[config.mk]
export PLATFORM = sky130hd
export DESIGN_NAME = dma_priority_arbiter
export DESIGN_NICKNAME = d
export VERILOG_FILES = /design/src/rtl/dma_priority_arbiter.sv
export SDC_FILE = /design/constraint.sdc
export NUM_CORES = 1
export LEC_CHECK = 0
export ABC_AREA = 0
export BUFFER_PORTS_ARGS = -buffer_cell sky130_fd_sc_hd__buf_2
export CAP_MARGIN = 20
export CORE_ASPECT_RATIO = 0.9
export CORE_MARGIN = 1
export CORE_UTILIZATION = 30
export CTS_CLUSTER_SIZE = 40
export DETAILED_ROUTE_END_ITERATION = 16
export PLACE_DENSITY_LB_ADDON = 0.25
export SETUP_SLACK_MARGIN = 0.15
export SLEW_MARGIN = 20
export SYNTH_ARGS = -nofsm -noshare
export SYNTH_HDL_FRONTEND = slang
export SYNTH_SLANG_ARGS = --single-unit
[constraint.sdc]
create_clock -name CLK -period 1.48 [get_ports CLK]
set_input_delay 0.222 -clock CLK [delete_from_list [all_inputs] [get_ports CLK]]
set_output_delay 0.222 -clock CLK [all_outputs]
set_load 0.01 [all_outputs]
[src/rtl/dma_priority_arbiter.sv]
// ---------------------------------------------------------------------------
// dma_priority_arbiter
//
// Priority and handshake controller for four DMA channels. It merges software
// request bits and hardware DREQ lines into one effective request vector. It
// then selects a channel by fixed or rotating priority. For that channel it
// runs the HRQ/HLDA bus-hold handshake and drives the one-hot DACK until EOP.
//
// Ports
//   CLK             system clock, all state on posedge
//   Reset           asynchronous active-low reset
//   Request[2:0]    [2] set(1)/clear(0) value, [1:0] channel index
//   request_writed  write strobe for Request
//   DREQ[3:0]       hardware channel requests
//   DREQ_Sense      0: DREQ active-high, 1: DREQ active-low
//   Mask[3:0]       1 = hardware request of that channel is masked
//   Rotate          0: fixed priority (ch0 highest), 1: rotating priority
//   HLDA            hold acknowledge from the CPU
//   EOP             end of service of the active channel
//   HRQ             hold request to the CPU
//   DACK[3:0]       one-hot channel acknowledge, only during service
//   Active_Channel  selected channel index
//   Channel_Valid   high while Active_Channel is being requested or served
//   Sw_Pending[3:0] pending software request bits
// ---------------------------------------------------------------------------
module dma_priority_arbiter #(
  parameter int NCH = 4
) (
  input  logic       CLK,
  input  logic       Reset,
  input  logic [2:0] Request,
  input  logic       request_writed,
  input  logic [3:0] DREQ,
  input  logic       DREQ_Sense,
  input  logic [3:0] Mask,
  input  logic       Rotate,
  input  logic       HLDA,
  input  logic       EOP,
  output logic       HRQ,
  output logic [3:0] DACK,
  output logic [1:0] Active_Channel,
  output logic       Channel_Valid,
  output logic [3:0] Sw_Pending
);

  typedef enum logic [1:0] {
    IDLE  = 2'b00,
    REQ   = 2'b01,
    SERVE = 2'b10
  } state_t;

  state_t     state;
  logic [1:0] ptr;
  logic [3:0] hw_req;
  logic [3:0] eff_req;
  logic [1:0] base;
  logic [1:0] winner;
  logic [3:0] sw_next;

  // The search starts at base and wraps modulo 4. The first requesting channel wins.
  function automatic logic [1:0] pick_winner(input logic [3:0] req,
                                             input logic [1:0] start);
    logic [1:0] idx;
    logic       found;
    pick_winner = start;
    found       = 1'b0;
    for (int k = 0; k < NCH; k++) begin
      idx = start + 2'(k);
      if (!found && req[idx]) begin
        pick_winner = idx;
        found       = 1'b1;
      end else begin
        found = found;
      end
    end
  endfunction

  // Build the effective request vector and the candidate winner.
  // Software bits bypass the mask.
  always_comb begin
    hw_req  = DREQ ^ {4{DREQ_Sense}};
    eff_req = (hw_req & ~Mask) | Sw_Pending;
    if (Rotate) begin
      base = ptr;
    end else begin
      base = 2'd0;
    end
    winner = pick_winner(eff_req, base);
  end

  // Next software bits: EOP clears the bit of the served channel. A write is
  // applied afterwards, so a set write on the same edge overrides the clear.
  always_comb begin
    sw_next = Sw_Pending;
    if ((state == SERVE) && EOP) begin
      sw_next[Active_Channel] = 1'b0;
    end else begin
      sw_next = sw_next;
    end
    if (request_writed) begin
      sw_next[Request[1:0]] = Request[2];
    end else begin
      sw_next = sw_next;
    end
  end

  // Handshake FSM with registered outputs, software bits and priority pointer.
  always_ff @(posedge CLK or negedge Reset) begin
    if (!Reset) begin
      state          <= IDLE;
      ptr            <= 2'd0;
      HRQ            <= 1'b0;
      DACK           <= 4'b0000;
      Active_Channel <= 2'd0;
      Channel_Valid  <= 1'b0;
      Sw_Pending     <= 4'b0000;
    end else begin
      Sw_Pending <= sw_next;
      case (state)
        IDLE: begin
          // A still-high HLDA from the previous service blocks a new request.
          if ((eff_req != 4'b0000) && !HLDA) begin
            Active_Channel <= winner;
            HRQ            <= 1'b1;
            Channel_Valid  <= 1'b1;
            state          <= REQ;
          end else begin
            state <= IDLE;
          end
        end
        REQ: begin
          // The latched channel is kept and is not re-arbitrated. It is
          // dropped only if its own request goes away.
          if (!eff_req[Active_Channel]) begin
            HRQ           <= 1'b0;
            Channel_Valid <= 1'b0;
            state         <= IDLE;
          end else if (HLDA) begin
            DACK  <= 4'b0001 << Active_Channel;
            state <= SERVE;
          end else begin
            state <= REQ;
          end
        end
        SERVE: begin
          if (EOP) begin
            DACK          <= 4'b0000;
            HRQ           <= 1'b0;
            Channel_Valid <= 1'b0;
            if (Rotate) begin
              ptr <= Active_Channel + 2'd1;
            end else begin
              ptr <= ptr;
            end
            state <= IDLE;
          end else if (!HLDA) begin
            // Preemption: end the service without touching the pointer
            // or the software bits.
            DACK          <= 4'b0000;
            HRQ           <= 1'b0;
            Channel_Valid <= 1'b0;
            state         <= IDLE;
          end else begin
            state <= SERVE;
          end
        end
        default: begin
          DACK          <= 4'b0000;
          HRQ           <= 1'b0;
          Channel_Valid <= 1'b0;
          state         <= IDLE;
        end
      endcase
    end
  end

endmodule

**Word-level counts from Yosys, hierarchy flattened**

Cells that the tools add are included.

- Register bits: 15
- Latch bits: 0
- Memory bits (writable): 0
- Bits in read-only memories: 0
- Bits of input ports: 18
- Output and inout bits: 12
- Memories: 0

- Add/subtract/negate cells: 4
- Multipliers: 0
- Div/mod/pow operators: 0
- Magnitude comparators: 8
- Eq/ne operators: 7
- Shift-type cells: 1
- Mux-type cells: 40
- Bitwise gates (word level): 7
- Reductions and logical operators: 17

Operators with widths:

| operator | number |
|---|---|
| 4-bit 2-to-1 mux | 6 |
| 2-bit by 3-bit < comparator with 1-bit output (second input constant) | 6 |
| 2-bit 2-to-1 mux | 8 |
| 1-bit 2-to-1 mux | 15 |
| 4-bit one-hot mux with 3 select lines | 1 |
| 1-bit binary-select mux with 2-bit select | 5 |
| 4-bit bitwise AND | 2 |
| 2-bit inequality test (second input constant) | 4 |
| 4-bit inverter | 2 |
| 1-bit logical AND | 7 |
| 2-bit one-hot mux with 3 select lines | 1 |
| 3-bit AND reduction | 2 |
| 2-bit by 1-bit adder with 2-bit output (second input constant) | 2 |
| 2-bit adder (second input constant) | 2 |
| 4-bit bitwise mux | 1 |
| 1-bit demux with 2-bit select | 2 |
| 2-bit by 1-bit greater-or-equal comparator with 1-bit output (second input constant) | 2 |
| 1-bit logical NOT | 4 |
| 4-bit bitwise OR | 1 |
| 4-bit AND reduction | 1 |
| 4-bit nonzero test | 1 |
| 1-bit by 2-bit left shift with 4-bit output (first input constant) | 1 |
| 4-bit XOR | 1 |
| 3-bit inequality test (second input constant) | 1 |
| other kinds (6) | 6 |

**Longest topological paths before layout**

- Depth after elaboration: 15
- Depth in mapped cells: 7

**Worst setup path before layout**

No wires, ideal clock.

- Path kind: register to register
- Start: reg Sw_Pending[0]
- End: reg DACK[0]
- Data arrival time: 1583 ps
- Setup slack: -229 ps
- Stages on the path, launching flop included: 6
- Buffers on the path: 0
- Period minus slack after synthesis: 1709 ps
- Cells stage by stage: dfrtp_1 > o21bai_2 > mux4_2 > nand2_4 > nor3_1 > a221o_1

- Longest elaborated chain between the ends: 5

Ends and longest elaborated chain:

| element | line | text |
|---|---|---|
| start, declared | 43 | `output logic [3:0] Sw_Pending` |
| start signal, assigned | 118 | `Sw_Pending <= sw_next;` |
| 4-bit bitwise OR | 82 | `eff_req = (hw_req & ~Mask) \| Sw_Pending;` |
| 1-bit binary-select mux with 2-bit select | 134 | `if (!eff_req[Active_Channel]) begin` |
| 1-bit 2-to-1 mux (not written as such) | 134 |  |
| 2-bit inequality test (no source line) | n/a |  |
| 4-bit AND reduction (no source line) | n/a |  |
| end signal, assigned | 139 | `DACK <= 4'b0001 << Active_Channel;` |
| end, declared | 40 | `output logic [3:0] DACK,` |

No other way between the ends. The select of a mux whose other input is x is not followed.
A chain may end at the register's enable or synchronous reset.

**Final worst setup path**

Same ends and word-level chain as after synthesis.

==> metrics <==
run status finished with violations; violated checks negative setup slack; pin slew with the least headroom to its limit 0.483 ns; number of buffers created by CTS 3; drt total wl 2.88 mm; die outline height 59.3 um; Gate Count Post-Synth 112; fin cells 208; I/O pin count 30; deepest level of the CTS H-tree 1; most instantiated flip-flop cell in the synthesis netlist sky130_fd_sc_hd__dfrtp_1; aggregate negative setup slack -1.12 ns; maximum fanout count along the critical path 7; Via-to-Cell Ratio 5.01; average footprint of a synthesized cell 9.78 um2; Final GP Congestion 0.830; DRC violations left 0; most common cell after layout, fill and taps aside sky130_fd_sc_hd__buf_2; cell with the biggest individual delay on the critical path sky130_fd_sc_hd__mux4_2; unrepaired setup endpoints after global routing true; max_cap viols 0; worst path bufs/invs 0; CTS tree built; PnR worst setup slack -0.147 ns; kind of end point of the critical path register; starting utilization of the core area 0.319; total congestion overflow 0; Peak Freq 615 MHz; die width 65.7 um; number of pins with negative max-slew slack in the final report 0; Final Core Density 0.471; fraction of layout cells with a size suffix above 1 0.476; Yosys top cell area share 0.343; relative max-transition margin 0.678; worst setup path category reg -> reg; fraction of synthesis flops using an asynchronous set or reset pin 1.00; net count reported at finish 187; Synth area leaders sky130_fd_sc_hd__dfrtp_1, sky130_fd_sc_hd__nand2_1, sky130_fd_sc_hd__xnor2_2; diodes inserted 0; # fillers 331; distinct cell type count after synthesis 40; Crit path largest cell delay 0.52 ns; dpl hpwl 2.27 mm; number of nets still failing antenna checks after routing 0; number of vias in the routed layout 1042; worst-case vdd ir drop 0.660 mV; number of optimization iterations in the first detailed-route pass 4; Critical Path, Cell by Cell o21bai_4 -> mux4_2 -> nand2_4 -> nor3_1 -> a221o_1; critical path's top delay family multiplexers; Area Growth Syn to Fin 47.4%; sequential-to-total area share from yosys stat 0.343; total standard cell area after synthesis 1090 um2; Fin. Hold Viols 0; master cell of the clock root buffer sky130_fd_sc_hd__clkbuf_8; fin crit share 1.10; number of antenna violations at the first check in global routing 0; Final min period 1.63 ns; Bufs on Longest Clock Path 2; WL/cell 13.8 um; number of port buffers 29; total of warnings raised by yosys 0; count of state elements after synthesis 15; cell taking the most area after synthesis sky130_fd_sc_hd__dfrtp_1; Leak 0.000700 uW; total number of clock tree sinks 15; core footprint 3430 um2; Setup-failing EPs final 9; crit path launch type register; via count of the first global-routing pass 983; number of cells after detailed placement 201; WP data arrival 1.76 ns; worst-skew pair later-pin latency 0.25 ns; top library cells by usage in the layout, fill and taps aside sky130_fd_sc_hd__buf_2, sky130_fd_sc_hd__buf_4, sky130_fd_sc_hd__nand2_1, sky130_fd_sc_hd__dfrtp_1, sky130_fd_sc_hd__o21ai_0; first-pass GRT wire length 4.77 mm; Data required, critical path 1.61 ns; register clock-pin slew on the reported worst setup and hold paths 0.07 ns; number of synthesized flops with an enable pin 0; maximum number of pins on one net before global-route repair 16; floorplan die area 3900 um2; worst-case hold slack 0.212 ns; drt initial violations 90; class of the tightest hold or removal check in -> reg; combined global-route utilization of all metal layers 0.163; placement row count 20; Power Dens Cells 1550 nW/um2; clock skew 0.00720 ns; Post-Synthesis Net Count 134
logic make-up (layout without fill, tap and decap cells):
group / after synthesis / count (layout) / synth area share
compound gates: 35 / 35 / 0.265
buf+inv: 8 / 60 / 0.0388
xor+xnor: 4 / 4 / 0.0594
fa+ha+maj: 4 / 4 / 0.0457
mux: 3 / 3 / 0.0400
simple gates: 43 / 43 / 0.208
flops: 15 / 15 / 0.343
cells in the mapped netlist, types with 2 or more instances:
cell and count:
sky130_fd_sc_hd__inv_1 4, sky130_fd_sc_hd__o21ai_0 7, sky130_fd_sc_hd__nand2_1 18, sky130_fd_sc_hd__a21oi_1 3, sky130_fd_sc_hd__nand2b_1 2, sky130_fd_sc_hd__xnor2_2 4
sky130_fd_sc_hd__nor2_1 2, sky130_fd_sc_hd__o21bai_2 4, sky130_fd_sc_hd__a31o_1 2, sky130_fd_sc_hd__ha_1 4, sky130_fd_sc_hd__nor3b_1 2, sky130_fd_sc_hd__o311ai_0 2
sky130_fd_sc_hd__nand3_1 2, sky130_fd_sc_hd__dfrtp_1 15, sky130_fd_sc_hd__o211ai_1 2, sky130_fd_sc_hd__nor4bb_1 2, sky130_fd_sc_hd__o21ai_1 2, sky130_fd_sc_hd__a221o_1 4
sky130_fd_sc_hd__nor3_1 5, sky130_fd_sc_hd__nor2b_1 5, sky130_fd_sc_hd__o31ai_1 2
power by group:
part           switching, uW  internal (uW)
logic                    710            760
registers                127            567
clock network            144            186
total                    981           1510
layout make-up:
class / count / area (um2) / area share
multi-input combinational: 89 / 783 / 0.485
sequential: 15 / 377 / 0.233
timing repair buffer: 52 / 338 / 0.209
tap: 44 / 55.1 / 0.0341
clock buffer: 3 / 41.3 / 0.0256
inverter: 4 / 15.0 / 0.00930
clock inverter: 1 / 5.00 / 0.00310
metal layers:
metal,up-vias,global-route usage,wire [um]
met5,-,0,0
met4,0,0.0404,12
met3,2,0.0192,77
met2,23,0.255,1360
met1,493,0.237,1430
li1,524,-,-
worst register-to-register path, cell delays in order, from the launching register on:
cell                       delay [ns]
sky130_fd_sc_hd__dfrtp_1         0.38
sky130_fd_sc_hd__o21bai_4        0.18
sky130_fd_sc_hd__mux4_2          0.52
sky130_fd_sc_hd__nand2_4         0.12
sky130_fd_sc_hd__nor3_1          0.06
sky130_fd_sc_hd__a221o_1         0.25
sequential cells by signal (all words and copies together) (netlist names):
signal	flops
Active_Channel	2
DACK	4
state	2
Channel_Valid	1
ptr	2
Sw_Pending	4
per-stage QoR:
step	setup WS, ns	total power (uW)	area (um2)
CTS	-0.127	2460	1590
global placement	-0.351	2020	1500
detailed placement	-0.382	2060	1500
finish	-0.147	2490	1610
global route	-0.211	2690	1610
floorplan	-0.169	1520	1180
path summary, 6_finish.rpt:
path                                            from  cells after the start                   endpoint  slack (ns)
min in group asynchronous                      Reset                      2  Channel_Valid$_DFFE_PN0P_        0.41
max                          Sw_Pending[0]$_DFF_PN0_                      5        DACK[0]$_DFFE_PN0P_       -0.15
min reg2reg                Channel_Valid$_DFFE_PN0P_                      2  Channel_Valid$_DFFE_PN0P_        0.52
min                                       Request[2]                      3    Sw_Pending[0]$_DFF_PN0_        0.21
max in group asynchronous                      Reset                      2         state[1]$_DFF_PN0_        0.79
max reg2reg                  Sw_Pending[0]$_DFF_PN0_                      5        DACK[0]$_DFFE_PN0P_       -0.15
repair_timing:
action | 4_1_cts | 5_1_grt
endpoints found under the setup margin | 9 | 10
hold buffers | 1 | 0
gates resized for setup | 9 | 6
setup buffers | 1 | 1
pin swaps | 5 | 6
hold endpoints to repair | 15 | 0
No activity file was read; power rests on OpenSTA's default activity.
